### src/rtl/bp_pkg.sv
// Shared constants, helpers and types for the gshare branch predictor.
package bp_pkg;

  // Default geometry of the predictor.
  localparam int unsigned DefHistW = 6;
  localparam int unsigned DefIdxW  = 6;
  localparam int unsigned DefCntrW = 2;
  localparam int unsigned DefPcLsb = 2;

  // Weakly-not-taken encoding: 2^(w-1)-1, the largest value whose MSB is still 0.
  function automatic int unsigned cntr_rst_val(input int unsigned cntr_w);
    return (1 << (cntr_w - 1)) - 1;
  endfunction

  // Prediction bundle as it travels down the pipe with the branch (default geometry).
  typedef struct packed {
    logic                taken;
    logic [DefIdxW-1:0]  idx;
    logic [DefHistW-1:0] hist;
  } pred_t;

endpackage

### src/rtl/bp_sat_cntr.sv
// Saturating up/down counter; one PHT entry. Resets to weakly-not-taken.
module bp_sat_cntr
  import bp_pkg::*;
#(
  parameter int unsigned CntrW = DefCntrW
) (
  input  logic clk_i,
  input  logic reset_i,
  input  logic en_i,
  input  logic up_i,
  output logic taken_o
);

  localparam logic [CntrW-1:0] RstVal = CntrW'(cntr_rst_val(CntrW));
  localparam logic [CntrW-1:0] MaxVal = '1;

  logic [CntrW-1:0] cnt_q, cnt_d;

  // Next count: step toward the resolved direction, clamped at both ends.
  always_comb begin
    cnt_d = cnt_q;
    if (en_i) begin
      if (up_i && (cnt_q != MaxVal)) begin
        cnt_d = cnt_q + 1'b1;
      end else if (!up_i && (cnt_q != '0)) begin
        cnt_d = cnt_q - 1'b1;
      end
    end
  end

  // Counter state with synchronous reset.
  always_ff @(posedge clk_i) begin
    if (reset_i) begin
      cnt_q <= RstVal;
    end else begin
      cnt_q <= cnt_d;
    end
  end

  assign taken_o = cnt_q[CntrW-1];

endmodule

### src/rtl/bp_gshare_spec.sv
// Gshare direction predictor: GHR XOR PC bits index a table of saturating counters.
// Prediction is registered one cycle after the lookup.
// Define BP_GSHARE_SPEC_HIST_EN for speculative history with mispredict recovery;
// otherwise the history is shifted only by resolved branches.
module bp_gshare_spec
  import bp_pkg::*;
#(
  parameter int unsigned HistW = DefHistW,
  parameter int unsigned IdxW  = DefIdxW,
  parameter int unsigned CntrW = DefCntrW,
  parameter int unsigned PcLsb = DefPcLsb
) (
  input  logic             clk_i,
  input  logic             reset_i,
  input  logic             lookup_valid_i,
  input  logic [31:0]      lookup_pc_i,
  output logic             pred_valid_o,
  output logic             pred_taken_o,
  output logic [IdxW-1:0]  pred_idx_o,
  output logic [HistW-1:0] pred_hist_o,
  input  logic             upd_valid_i,
  input  logic [IdxW-1:0]  upd_idx_i,
  input  logic             upd_taken_i,
  input  logic             upd_mispredict_i,
  input  logic [HistW-1:0] upd_hist_i
);

  localparam int unsigned Entries = 1 << IdxW;

  logic [HistW-1:0]   ghr_q, ghr_d;
  logic [IdxW-1:0]    lookup_idx;
  logic               lookup_taken;
  logic               lookup_fire;
  logic               squash;
  logic [Entries-1:0] pht_taken;

  logic             pred_valid_q;
  logic             pred_taken_q;
  logic [IdxW-1:0]  pred_idx_q;
  logic [HistW-1:0] pred_hist_q;

  // Only a window of the PC feeds the index.
  logic unused_pc;
  assign unused_pc = ^lookup_pc_i;

  assign lookup_idx   = lookup_pc_i[PcLsb +: IdxW] ^ IdxW'(ghr_q);
  // Read is combinational from the current table, so a same-cycle update is not seen.
  assign lookup_taken = pht_taken[lookup_idx];

  for (genvar i = 0; i < Entries; i++) begin : g_pht
    bp_sat_cntr #(
      .CntrW(CntrW)
    ) u_cntr (
      .clk_i  (clk_i),
      .reset_i(reset_i),
      .en_i   (upd_valid_i && (upd_idx_i == IdxW'(i))),
      .up_i   (upd_taken_i),
      .taken_o(pht_taken[i])
    );
  end

`ifdef BP_GSHARE_SPEC_HIST_EN
  // A recovery in flight invalidates any lookup made with the wrong-path history.
  assign squash = upd_valid_i && upd_mispredict_i;

  // History: restore from the branch snapshot on mispredict, else shift in the prediction.
  always_comb begin
    ghr_d = ghr_q;
    if (squash) begin
      ghr_d = (upd_hist_i << 1) | HistW'(upd_taken_i);
    end else if (lookup_fire) begin
      ghr_d = (ghr_q << 1) | HistW'(lookup_taken);
    end
  end
`else
  assign squash = 1'b0;

  // Resolution-time history ignores the snapshot and mispredict flag.
  logic unused_upd;
  assign unused_upd = ^{upd_mispredict_i, upd_hist_i};

  // History: shift in every resolved direction.
  always_comb begin
    ghr_d = ghr_q;
    if (upd_valid_i) begin
      ghr_d = (ghr_q << 1) | HistW'(upd_taken_i);
    end
  end
`endif

  assign lookup_fire = lookup_valid_i && !squash;

  // History and prediction registers; prediction data holds when no lookup fires.
  always_ff @(posedge clk_i) begin
    if (reset_i) begin
      ghr_q        <= '0;
      pred_valid_q <= 1'b0;
      pred_taken_q <= 1'b0;
      pred_idx_q   <= '0;
      pred_hist_q  <= '0;
    end else begin
      ghr_q        <= ghr_d;
      pred_valid_q <= lookup_fire;
      if (lookup_fire) begin
        pred_taken_q <= lookup_taken;
        pred_idx_q   <= lookup_idx;
        pred_hist_q  <= ghr_q;
      end
    end
  end

  assign pred_valid_o = pred_valid_q;
  assign pred_taken_o = pred_taken_q;
  assign pred_idx_o   = pred_idx_q;
  assign pred_hist_o  = pred_hist_q;

endmodule

### config.mk
export PLATFORM = sky130hd
export DESIGN_NAME = bp_gshare_spec
export DESIGN_NICKNAME = d
export VERILOG_FILES = /design/src/rtl/bp_pkg.sv /design/src/rtl/bp_sat_cntr.sv /design/src/rtl/bp_gshare_spec.sv
export SDC_FILE = /design/constraint.sdc
export NUM_CORES = 1
export LEC_CHECK = 0
export BUFFER_PORTS_ARGS = -buffer_cell sky130_fd_sc_hd__buf_2
export CAP_MARGIN = 5
export CORE_ASPECT_RATIO = 1.25
export CORE_MARGIN = 5
export CORE_UTILIZATION = 35
export CTS_BUF_LIST = sky130_fd_sc_hd__clkbuf_8
export CTS_CLUSTER_DIAMETER = 50
export CTS_CLUSTER_SIZE = 28
export DETAILED_ROUTE_END_ITERATION = 7
export PLACE_DENSITY = 0.48
export RECOVER_POWER = 25
export SLEW_MARGIN = 20
export SYNTH_ARGS = -nofsm -noshare
export SYNTH_HDL_FRONTEND = slang
export SYNTH_SLANG_ARGS = --single-unit
### constraint.sdc
create_clock -name clk_i -period 2.9 [get_ports clk_i]
set_input_delay 0.145 -clock clk_i [delete_from_list [all_inputs] [get_ports clk_i]]
set_output_delay 0.145 -clock clk_i [all_outputs]
set_load 0.05 [all_outputs]
# == Yosys cells after proc, flatten, opt, wreduce, memory -nomap -nowiden ==
# Index checks and enable logic that the tools add are counted.
# classes
add_sub_neg,128
magnitude_cmp,1
eq_ne,127
mux,130
n_bitwise,2
n_reduce_logical,386
# op_table
op,count
2-to-1 mux 2 bit,128
nonzero test 2 bit,128
"equality test 6 bit, second input constant",32
logical AND 1 bit,192
"adder 2 x 1 -> 2 bit, second input constant",64
"inequality test 2 bit, second input constant",64
AND reduction 2 bit,64
"subtractor 2 x 1 -> 2 bit, second input constant",64
"equality test 6 x 5 -> 1 bit, second input constant",16
"equality test 6 x 4 -> 1 bit, second input constant",8
"equality test 6 x 3 -> 1 bit, second input constant",4
"equality test 6 x 2 -> 1 bit, second input constant",2
"less-than comparator 6 x 7 -> 1 bit, second input constant",1
binary-select mux 1 bit (select 6 bit),1
"equality test 6 x 1 -> 1 bit, second input constant",1
logical NOT 6 bit,1
bitwise OR 6 x 1 -> 6 bit,1
bitwise XOR 6 bit,1
logical NOT 1 bit,1
2-to-1 mux 1 bit,1
# totals
reg_bits,148
inputBits,50
output_inout_bits,14
word_cells,843

# == Longest topological paths before layout ==
# Gate-level depths: netlist of run 1.
# logic_depth
depth_word,4
mapped_depth,8
depth_no_buf,6

# == Modules after synthesis ==
# A second synthesis of run 1 with hierarchy kept.
# hier_totals
hier_cells,980
hier_area_um2,8703.3
# modules_own_cells
mod,instances,cells_each,area_per_inst_um2
bp_sat_cntr,64,12,108.9
bp_gshare_spec,1,212,1736.7

# == Least setup slack after synthesis of run 1 ==
# OpenSTA, ideal clock, no wires.
# synth_path
kind,reg2reg
startpoint,register ghr_q[1]
endpoint,register pred_taken_q (netlist: pred_taken_o)
setup_time_ns,0.130
arrival_time_ns,1.952
required_time_ns,2.770
slack_ns,0.818
path_stages_with_launch,7
path_buffers,0
path_cell_list,dfxtp_1 xnor2_2 mux4_1 mux4_2 nand2_1 and4_1 nor4_1
# synth_between
elab_chain_len,3
# synth_rtl
element,line_no,source
from (decl),bp_gshare_spec.sv:30,"logic [HistW-1:0] ghr_q, ghr_d;"
from (signal assigned),bp_gshare_spec.sv:102,ghr_q <= ghr_d;
bitwise XOR 6 bit,bp_gshare_spec.sv:46,assign lookup_idx = lookup_pc_i[PcLsb +: IdxW] ^ IdxW'(ghr_q);
binary-select mux 1 bit (select 6 bit),bp_gshare_spec.sv:48,assign lookup_taken = pht_taken[lookup_idx];
2-to-1 mux 1 bit (implied by the code),bp_gshare_spec.sv:48,
to (signal assigned),bp_gshare_spec.sv:105,pred_taken_q <= lookup_taken;
to (decl),bp_gshare_spec.sv:38,logic pred_taken_q;
# Every way passes these cells. The select of a mux whose other input is x is not followed.
# A chain may end at the register's enable or synchronous reset.

# == Final worst setup path of run 1 ==
# layout_path
startpoint,register ghr_q[0]
endpoint,register pred_taken_q (netlist: pred_taken_o)
# Same word-level chain as after synthesis.

==> run_results.csv, run 1 <==
group,metric,value,unit
worst_setup_path,cpPeakStageDelay,750,ps
yosys,synth-simple-area-share,24.5,%
route,top_layer,"met4",
clock_tree,clk_pin_slew,90,ps
route,drc,0,
route,routed-wl-met3,581,um
worst_setup_path,worst_ep_arrival_time,2970,ps
pwr,peakVddDrop,0.250,mV
worst_setup_path,cp_cell_sequence,"xnor2_2, buf_4, mux4_2, mux2i_1, o2bb2ai_1, and4b_1, nor4_1",
route,drtIter0Drc,474,
yosys,syn-cell-area,0.00801,mm2
worst_setup_path,end_kind,"register",
global_route,grt_pass1_vias,6836,
floorplanning,die_h,179,um
final_layout,diodes,0,
clock_tree,ctsResizeCount,0,
sta,worst_pin_slew,1910,ps
worst_setup_path,rrSetupSlack,260,ps
floorplanning,io_pins,64,
final_layout,area_growth,10.9,%
yosys,synthArstFlopShare,0,%
route,viasPerCell,5.57,
floorplanning,initial_core_util,35.1,%
yosys,synth_top_area_share,37.0,%
yosys,synth_fa_ha_area_share,0,%
yosys,synth.most_common_cell,"nor2_1",
pwr,pwr_density_cell,502,mW/mm2
yosys,syn-num-nets,1073,
flow_run,maxCapViolCount,1,
yosys,netlist_top_cells_count,"155 x nor2_1, 150 x a21oi_1, 148 x dfxtp_1",
yosys,avgSynthCellArea,7.83,um2
worst_setup_path,cp_data_required_time,3230,ps
placement,dp_cells,1296,
yosys,ys_seq_area_share,37.0,%
clock_tree,cts_made_buffers,17,
global_route,grt_usage,18.1,%
floorplanning,die_area,0.0260,mm2
global_route,grt_antenna_before_repair,0,
pwr,total_leakage_power,3.23,nW
yosys,synth_xor_area_share,1.19,%
yosys,synth_mux_area_share,6.92,%
sta,slew_headroom,-27.1,%
floorplanning,core-area,0.0228,mm2
clock_tree,root_buffer,"clkbuf_8",
yosys,synth_top_family_by_area,"compound AO/OA/AOI/OAI gates",
worst_setup_path,path_delay_family,"XOR/XNOR gates",
worst_hold_path,hold_path.class,"in -> reg",
worst_setup_path,start_kind,"register",
clock_tree,htreeDepth,4,
yosys,synth_edf_count,0,
global_route,grt_overflow,0,
final_layout,multi_input_comb_area,0.00477,mm2
worst_setup_path,cp_max_fo,10,
outcome,status,"complete, but fails checks",
placement,place_area,0.00845,mm2
clock_tree,clock-sinks,148,
sta,min_period_over_period,91.2,%
yosys,synth_top_cell_by_area,"dfxtp_1",
pwr,finalPower,0.00446,W
clock_tree,cts_hold_buf,0,
sta,finalHoldViolCount,0,
outcome,violations,"max-capacitance violations, max-slew violations",
worst_setup_path,critPathKind,"reg -> reg",
floorplanning,std_cell_rows,62,
yosys,syn_inst,1023,
placement,gp_congestion,0.772,
final_layout,drive_gt1_share,10.0,%
route,ant_nets,0,
sta,slew_violations,97,
worst_setup_path,crit_slowest_cell,"xnor2_2",
floorplanning,die_w,145,um
clock_tree,clk_latency,470,ps
clock_tree,cts_buffer_depth,2,
route,dr.pass1.iters,5,
sta,fin_tns_setup,0,ps
worst_setup_path,cp_num_buf_inv,1,
final_layout,nNetsFinal,1077,
route,route.vias.total,7385,
final_layout,regArea,0.00296,mm2
placement,io_buffer_count,30,
route,drt-total-wl,23300,um
yosys,synth-seq-cells,148,
global_route,grt_pass1_wl,37900,um
yosys,synth_area_leaders,"dfxtp_1 37%, a21oi_1 9.4%, nor2_1 7.3%",
sta,fmax,0.378,GHz
route,wl_met1,11300,um
yosys,yosysWarningCount,0,
final_layout,instances_no_fill,1327,
route,wl_met2,11000,um
clock_tree,cts_tree,"done",
sta,min_period,2640,ps
final_layout,fillers,2396,
yosys,synth-compound-area-share,26.8,%
sta,setup_viol,0,
clock_tree,postCtsSetupRepairBufs,0,
yosys,ys.flop_type,"dfxtp_1",
yosys,ys_types,49,
final_layout,stdcell_area,0.00888,mm2
sta,fin_skew,11.4,ps
sta,rsz0062_at_grt,"no",
global_route,grt_max_degree,149,
route,post_drt_wl_per_cell,17.6,um
placement,hpwl,14800,um
==> worst paths after layout <==
| path | from | to | depth (start not counted) |
|---|---|---|---|
| min | lookup_pc_i[7] | pred_idx_o[5] | 3 |
| min reg2reg | pred_idx_o[3] | pred_idx_o[3] | 2 |
| max | ghr_q[0] | pred_taken_o | 7 |
| max reg2reg | ghr_q[0] | pred_taken_o | 7 |
==> cell usage in the layout (no fill, tap or decap), types with 18 or more instances in the layout <==
cell type    n
o221ai_1    18
o21ai_1     44
dfxtp_1    148
nor2_1     153
clkbuf_8    18
nand2b_1    67
nor3_1      49
nand2_1     22
o21ai_0     71
a21oi_1    150
buf_4       18
buf_2       27
o31ai_1     58
and3_1      53
==> per-stage QoR <==
stage	utilization, %	hold WS [ps]	setup slack [ps]
2_1_floorplan	-	394	818
3_3_place_gp	37.0	467	260
3_5_place_dp	37.0	474	231
4_1_cts	39.0	51.1	201
5_1_grt	38.9	59.3	77.9
6_report	38.9	86.0	255
==> layer usage <==
layer	up-vias	global-route usage, %
met2	120	29.8
met5	-	0
met4	0	6.10
met1	3494	24.4
met3	28	2.68
li1	3743	-
==> where the power goes <==
group	total (W)	internal (W)	leakage [nW]	switching (W)
Combinational	0.000445	0.000150	1.81	0.000295
Sequential	0.00213	0.00208	1.20	0.0000495
Clock	0.00189	0.00104	0.223	0.000848
==> sequential cells by signal, summed over array words and instances, names as in the netlist <==
| name | flops |
|---|---|
| pred_valid_o | 1 |
| pred_idx_o | 6 |
| pred_taken_o | 1 |
| pred_hist_o | 6 |
| g_pht.u_cntr.cnt_q | 128 |
| ghr_q | 6 |
==> cell families after synthesis <==
logic type / count (synthesis)
xor+xnor: 7
simple gates: 392
mux: 33
compound gates: 370
buf+inv: 73
flops: 148
==> final cells by class <==
type	instances	area share [%]
well taps	288	4.06
repair buffers	49	3.42
clock inverters	13	2.34
inverters	9	0.380
multi-input cells	802	53.7
clock buffers	18	2.79
flip-flops and latches	148	33.4
==> tightest hold or removal path, cell delays in order <==
cell      delay [ps]
buf_2             80
xnor2_1          190
a211oi_1          90
Note: power is estimated with default switching activity, not from simulation.
==> run 2: changes to the inputs <==
--- a/config.mk
+++ b/config.mk
@@ -5,6 +5,7 @@
 export SDC_FILE = /design/constraint.sdc
 export NUM_CORES = 1
 export LEC_CHECK = 0
+export ABC_AREA = 1
 export BUFFER_PORTS_ARGS = -buffer_cell sky130_fd_sc_hd__buf_2
 export CAP_MARGIN = 5
 export CORE_ASPECT_RATIO = 1.25
==> run 2 against run 1 <==
- the run still ends with max-capacitance violations, max-slew violations left
- area after synthesis down 3.7%
- worst hold slack gained 9.4 ps
- global-route usage decreased by 0.62 points
- synthesized cell count rose by 11%
- clock power is 7% lower
- largest cell class unchanged
- highest routed layer unchanged
==> run_results.csv, run 2 <==
group,metric,value,unit
placement,hpwl,14600,um
flow_run,maxCapViolCount,1,
yosys,syn-num-nets,1189,
pwr,peakVddDrop,0.288,mV
worst_setup_path,end_kind,"register",
worst_setup_path,worst-r2r-cell-count,10,
worst_setup_path,cp_max_fo,12,
final_layout,drive_gt1_share,5.91,%
yosys,synth_edf_count,0,
sta,rsz0062_at_grt,"no",
clock_tree,clk_latency,460,ps
yosys,avgSynthCellArea,6.77,um2
outcome,violations,"max-capacitance violations, max-slew violations",
clock_tree,postCtsSetupRepairBufs,0,
floorplanning,die_w,143,um
clock_tree,root_buffer,"clkbuf_8",
yosys,ys_seq_area_share,38.4,%
floorplanning,core-area,0.0216,mm2
worst_setup_path,cp_num_buf_inv,4,
route,post_drt_wl_per_cell,14.9,um
route,viasPerCell,5.16,
yosys,synth_top_cell_by_area,"dfxtp_1",
final_layout,area_growth,10.4,%
floorplanning,die_area,0.0251,mm2
worst_setup_path,critPathKind,"in -> reg",
floorplanning,initial_core_util,35.7,%
clock_tree,cts_buffer_depth,2,
sta,slew_headroom,-39.6,%
worst_setup_path,rrSetupSlack,570,ps
sta,min_period_over_period,80.7,%
final_layout,regMostFlops,"g_pht.u_cntr.cnt_q",
placement,gp_congestion,0.842,
final_layout,final_cell_mix,"226 x nand2_1, 170 x inv_1, 148 x dfxtp_1",
clock_tree,clk_pin_slew,90,ps
final_layout,fillers,2381,
placement,place_ws,648,ps
route,drc,0,
floorplanning,std_cell_rows,60,
sta,fin_skew,19.9,ps
worst_setup_path,crit_slowest_cell,"dlygate4sd3_1",
final_layout,final_common_cell,"nand2_1",
final_layout,nNetsFinal,1205,
yosys,synthArstFlopShare,0,%
worst_setup_path,cpPeakStageDelay,520,ps
route,dr.pass1.iters,7,
worst_setup_path,crit_path_start,"upd_valid_i",
sta,worst_pin_slew,2090,ps
yosys,synth_area_leaders,"dfxtp_1 38%, nand2_1 11%, o21ai_0 9.4%",
sta,min_period,2340,ps
yosys,netlist_top_cells_count,"226 x nand2_1, 169 x inv_1, 148 x dfxtp_1",
sta,setup_viol,0,
sta,fmax,0.427,GHz
placement,io_buffer_count,30,
worst_hold_path,hold_path.class,"in -> reg",
sta,fin_ws,559,ps
worst_hold_path,hold_path_depth,4,
global_route,grt_antenna_before_repair,0,
worst_hold_path,min_from,"upd_idx_i[4]",
global_route,grt_pass1_wl,35100,um
global_route,grt_max_degree,133,
final_layout,diodes,0,
floorplanning,io_pins,64,
route,drt-total-wl,21600,um
route,ant_nets,0,
worst_setup_path,cp.depth,7,
clock_tree,htreeDepth,4,
yosys,syn-cell-area,0.00771,mm2
global_route,grt_overflow,0,
floorplanning,die_h,176,um
yosys,synth-seq-cells,148,
global_route,grt_pass1_vias,6742,
yosys,yosysWarningCount,0,
clock_tree,clock-sinks,148,
route,route.vias.total,7460,
worst_setup_path,path_delay_family,"buffers and inverters",
clock_tree,cts_made_buffers,17,
pwr,total_leakage_power,3.29,nW
pwr,pwr_density_cell,508,mW/mm2
clock_tree,cts_hold_buf,1,
clock_tree,cts_tree,"done",
yosys,syn_inst,1139,
sta,fin_tns_setup,0,ps
worst_setup_path,cp_cell_sequence,"dlygate4sd3_1, clkbuf_1, inv_1, nor3_4, buf_4, nand2_1, a2111oi_0",
worst_setup_path,cp_data_required_time,3210,ps
yosys,ys_types,29,
worst_setup_path,start_kind,"primary input",
yosys,ys.flop_type,"dfxtp_1",
yosys,synth_top_area_share,38.4,%
global_route,grt_usage,17.5,%
clock_tree,ctsResizeCount,0,
final_layout,largest_register_ffs,128,
sta,finalHoldViolCount,0,
route,drtIter0Drc,415,
yosys,synth.most_common_cell,"nand2_1",
worst_setup_path,reg2reg_from,"ghr_q[1]",
outcome,status,"complete, but fails checks",
worst_setup_path,worst_ep_arrival_time,2650,ps
sta,slew_violations,90,
run 2: metrics by stage:
step	utilization [%]	hold WS (ps)	cells	instance area (um2)	power, W
2_1_floorplan	-	314	1139	7710	0.00248
3_3_place_gp	37.6	465	1414	8130	0.00264
3_5_place_dp	37.6	465	1414	8130	0.00264
4_1_cts	39.6	106	1447	8560	0.00440
5_1_grt	39.4	71.3	1447	8520	0.00453
6_report	39.4	95.5	1447	8520	0.00433
run 2: layer usage:
| metal | wire length [um] | part of all wire (%) | global-route usage [%] |
|---|---|---|---|
| met1 | 10700 | 50 | 23.9 |
| met4 | 252 | 1.2 | 3.68 |
| met3 | 699 | 3.2 | 3.31 |
| met5 | 0 | 0 | 0 |
| met2 | 9940 | 46 | 28.6 |
run 2: layout make-up:
cell class / count / area, um2 / area share, %
Sequential cell: 148 / 2960 / 34.8
Tap cell: 279 / 349 / 4.10
Clock inverter: 15 / 184 / 2.16
Multi-Input combinational cell: 770 / 3870 / 45.4
Clock buffer: 17 / 234 / 2.75
Inverter: 173 / 649 / 7.63
Timing Repair Buffer: 45 / 270 / 3.17
run 2: cells by family (layout without fill, tap and decap cells):
family | Yosys count | count (layout) | share of synthesized area [%]
AO/OA/AOI/OAI | 334 | 334 | 25.9
flip-flops | 148 | 148 | 38.4
buffers and inverters | 221 | 250 | 11.2
AND/OR/NAND/NOR | 430 | 430 | 23.4
XOR/XNOR | 6 | 6 | 1.12
run 2: worst paths after layout:
check,endpoint
worst max-delay path,g_pht[32].u_cntr.cnt_q[1]
worst min-delay path,g_pht[46].u_cntr.cnt_q[1]
worst max register to register,pred_taken_o
worst min register to register,g_pht[24].u_cntr.cnt_q[1]
run 2: report_power, final:
part | total [W] | switching, W | internal (W)
registers | 0.00208 | 0.0000220 | 0.00206
clock network | 0.00175 | 0.000935 | 0.000810
logic | 0.000500 | 0.000370 | 0.000130
total | 0.00433 | 0.00133 | 0.00300
run 2: worst min-delay path, stage by stage:
cell and delay, ps:
buf_2 120, nor3_4 90, o2111ai_1 80, a21oi_1 60
==> run 3: changes to the inputs <==
--- a/config.mk
+++ b/config.mk
@@ -15,7 +15,7 @@
 export CTS_CLUSTER_DIAMETER = 50
 export CTS_CLUSTER_SIZE = 28
 export DETAILED_ROUTE_END_ITERATION = 7
-export PLACE_DENSITY = 0.48
+export PLACE_DENSITY = 0.5
 export RECOVER_POWER = 25
 export SLEW_MARGIN = 20
 export SYNTH_ARGS = -nofsm -noshare
==> constraint.sdc (replaced) <==
create_clock -name clk_i -period 2.1 [get_ports clk_i]
set_input_delay 0.105 -clock clk_i [delete_from_list [all_inputs] [get_ports clk_i]]
set_output_delay 0.105 -clock clk_i [all_outputs]
set_load 0.05 [all_outputs]
==> run 3 against run 2 <==
- the run now ends clean
- global-route usage is essentially flat
- wire length is 1.3% lower
- sequential share of layout area is 0.46 points lower
- utilization is 0.53 points higher
- worst hold slack worse by 64 ps
- clock skew is 8.4 ps lower
- total power grew 37%
- critical path depth rose by 4
- clock power is 34% higher
- final area is 1.4% higher
- critical path type unchanged
- critical endpoint is now g_pht[5].u_cntr.cnt_q[0]
- largest cell class unchanged
- largest power group unchanged
==> run_results.csv, run 3 (synthesis gave the netlist of run 2 again) <==
group,metric,value,unit
sta,slew_headroom,39.0,%
clock_tree,cts_tree,"done",
route,drc,0,
worst_setup_path,cpPeakStageDelay,510,ps
clock_tree,htreeDepth,4,
floorplanning,initial_core_util,35.7,%
final_layout,regMostFlops,"g_pht.u_cntr.cnt_q",
sta,fmax,0.529,GHz
sta,rsz0062_at_grt,"no",
placement,hpwl,14800,um
clock_tree,cts_buffer_depth,2,
worst_setup_path,cp_num_buf_inv,6,
final_layout,nNetsFinal,1216,
sta,finalHoldViolCount,0,
clock_tree,clk_latency,450,ps
global_route,grt_usage,17.5,%
sta,setup_viol,0,
sta,slew_violations,0,
placement,place_area,0.00822,mm2
clock_tree,root_buffer,"clkbuf_8",
worst_setup_path,path_delay_family,"buffers and inverters",
final_layout,final_common_cell,"nand2_1",
final_layout,diodes,0,
global_route,grt_max_degree,90,
worst_setup_path,critical_path.most_common_cell,"inv_1",
clock_tree,cts_made_buffers,17,
sta,fin_skew,11.5,ps
outcome,status,"finished clean",
route,post_drt_wl_per_cell,14.6,um
route,drtIter0Drc,399,
final_layout,area_growth,11.9,%
sta,fin_tns_setup,0,ps
placement,dp_cells,1423,
floorplanning,io_pins,64,
worst_setup_path,end_kind,"register",
route,drt-total-wl,21300,um
global_route,grt_antenna_before_repair,0,
final_layout,drive_gt1_share,6.70,%
sta,min_period_over_period,90.1,%
worst_setup_path,worst_ep_arrival_time,2220,ps
floorplanning,core-area,0.0216,mm2
worst_setup_path,start_kind,"primary input",
final_layout,largest_register_ffs,128,
worst_setup_path,critPathKind,"in -> reg",
clock_tree,clock-sinks,148,
worst_setup_path,crit_slowest_cell,"dlygate4sd3_1",
worst_setup_path,cp_cell_sequence,"dlygate4sd3_1, buf_2, inv_2, nor3_1, inv_1, nor2_1, inv_1, nor2_1, inv_1, a21oi_1, o21ai_0",
pwr,pwr_density_cell,687,mW/mm2
worst_hold_path,hold_path.class,"in -> reg",
sta,min_period,1890,ps
placement,gp_congestion,0.789,
floorplanning,die_area,0.0251,mm2
final_layout,final_cell_mix,"226 x nand2_1, 171 x inv_1, 148 x dfxtp_1",
clock_tree,clk_pin_slew,80,ps
route,dr.pass1.iters,5,
flow_run,maxCapViolCount,0,
final_layout,stdcell_area,0.00863,mm2
floorplanning,die_w,143,um
global_route,grt_pass1_vias,7048,
final_layout,fin_util,39.9,%
worst_setup_path,cp_max_fo,10,
route,ant_nets,0,
route,route.vias.total,7383,
worst_setup_path,cp_data_required_time,2430,ps
global_route,grt_overflow,0,
pwr,peakVddDrop,0.390,mV
floorplanning,std_cell_rows,60,
route,viasPerCell,5.06,
final_layout,regArea,0.00296,mm2
final_layout,instances_no_fill,1458,
final_layout,fillers,2345,
global_route,grt_pass1_wl,35500,um
sta,worst_pin_slew,915,ps
pwr,total_leakage_power,3.35,nW
final_layout,multi_input_comb_area,0.00388,mm2
placement,io_buffer_count,30,
floorplanning,die_h,176,um
-- run 3: cell types whose count changed in the layout (fill, tap and decap cells not counted), sizes merged --
cell,delta
buf,+11
bufinv,+1
clkbuf,+1
clkinv,+4
clkinvlp,+1
inv,-7
-- run 3: worst register-to-register path, delay by kind of cell (launching register included) --
family,cells,cell delay [ps]
flops,1,430
buf+inv,3,480
xor+xnor,1,110
simple gates,7,730
-- run 3: worst paths after layout --
kind              cells after the start                       from                   endpoint  slack (ps)
hold / removal                        3                    reset_i  g_pht[28].u_cntr.cnt_q[0]          30
setup / recovery                     11                upd_valid_i   g_pht[5].u_cntr.cnt_q[0]         210
setup reg to reg                     11                   ghr_q[1]               pred_taken_o         310
hold reg to reg                       2  g_pht[24].u_cntr.cnt_q[1]  g_pht[24].u_cntr.cnt_q[1]         470
-- run 3: layout make-up --
cell class	instances	share of cell area (%)
Tap cell	279	4.04
Clock inverter	14	1.86
Timing Repair Buffer	56	4.36
Inverter	173	7.52
Sequential cell	148	34.3
Multi-Input combinational cell	770	45.0
Clock buffer	18	2.87
-- run 3: metal layers --
layer / part of all wire [%] / track usage, %
met1: 48 / 23.4
met2: 46 / 28.8
met3: 3.9 / 3.39
met4: 1.4 / 4.52
met5: 0 / 0
-- run 3: what timing repair did --
item | in CTS | in global routing
hold buffers | 1 | 0
setup endpoints to repair | 0 | 2
setup buffers | 0 | 2
endpoints found under the hold margin | 2 | 0
gates resized for setup | 0 | 1
-- run 3: per-stage QoR --
step | hold slack (ps) | total power [W] | worst slack (ps)
3_3_place_gp | 422 | 0.00367 | 234
6_report | 31.9 | 0.00593 | 209
4_1_cts | 14.2 | 0.00602 | 148
5_1_grt | 15.9 | 0.00622 | 78.4
2_1_floorplan | 274 | 0.00342 | 601
3_5_place_dp | 429 | 0.00366 | 190
-- run 3: power by group --
part	total, W	internal, W	switching, W
clock	0.00234	0.00120	0.00114
combinational	0.000714	0.000202	0.000512
sequential	0.00287	0.00284	0.0000289
total	0.00593	0.00425	0.00168
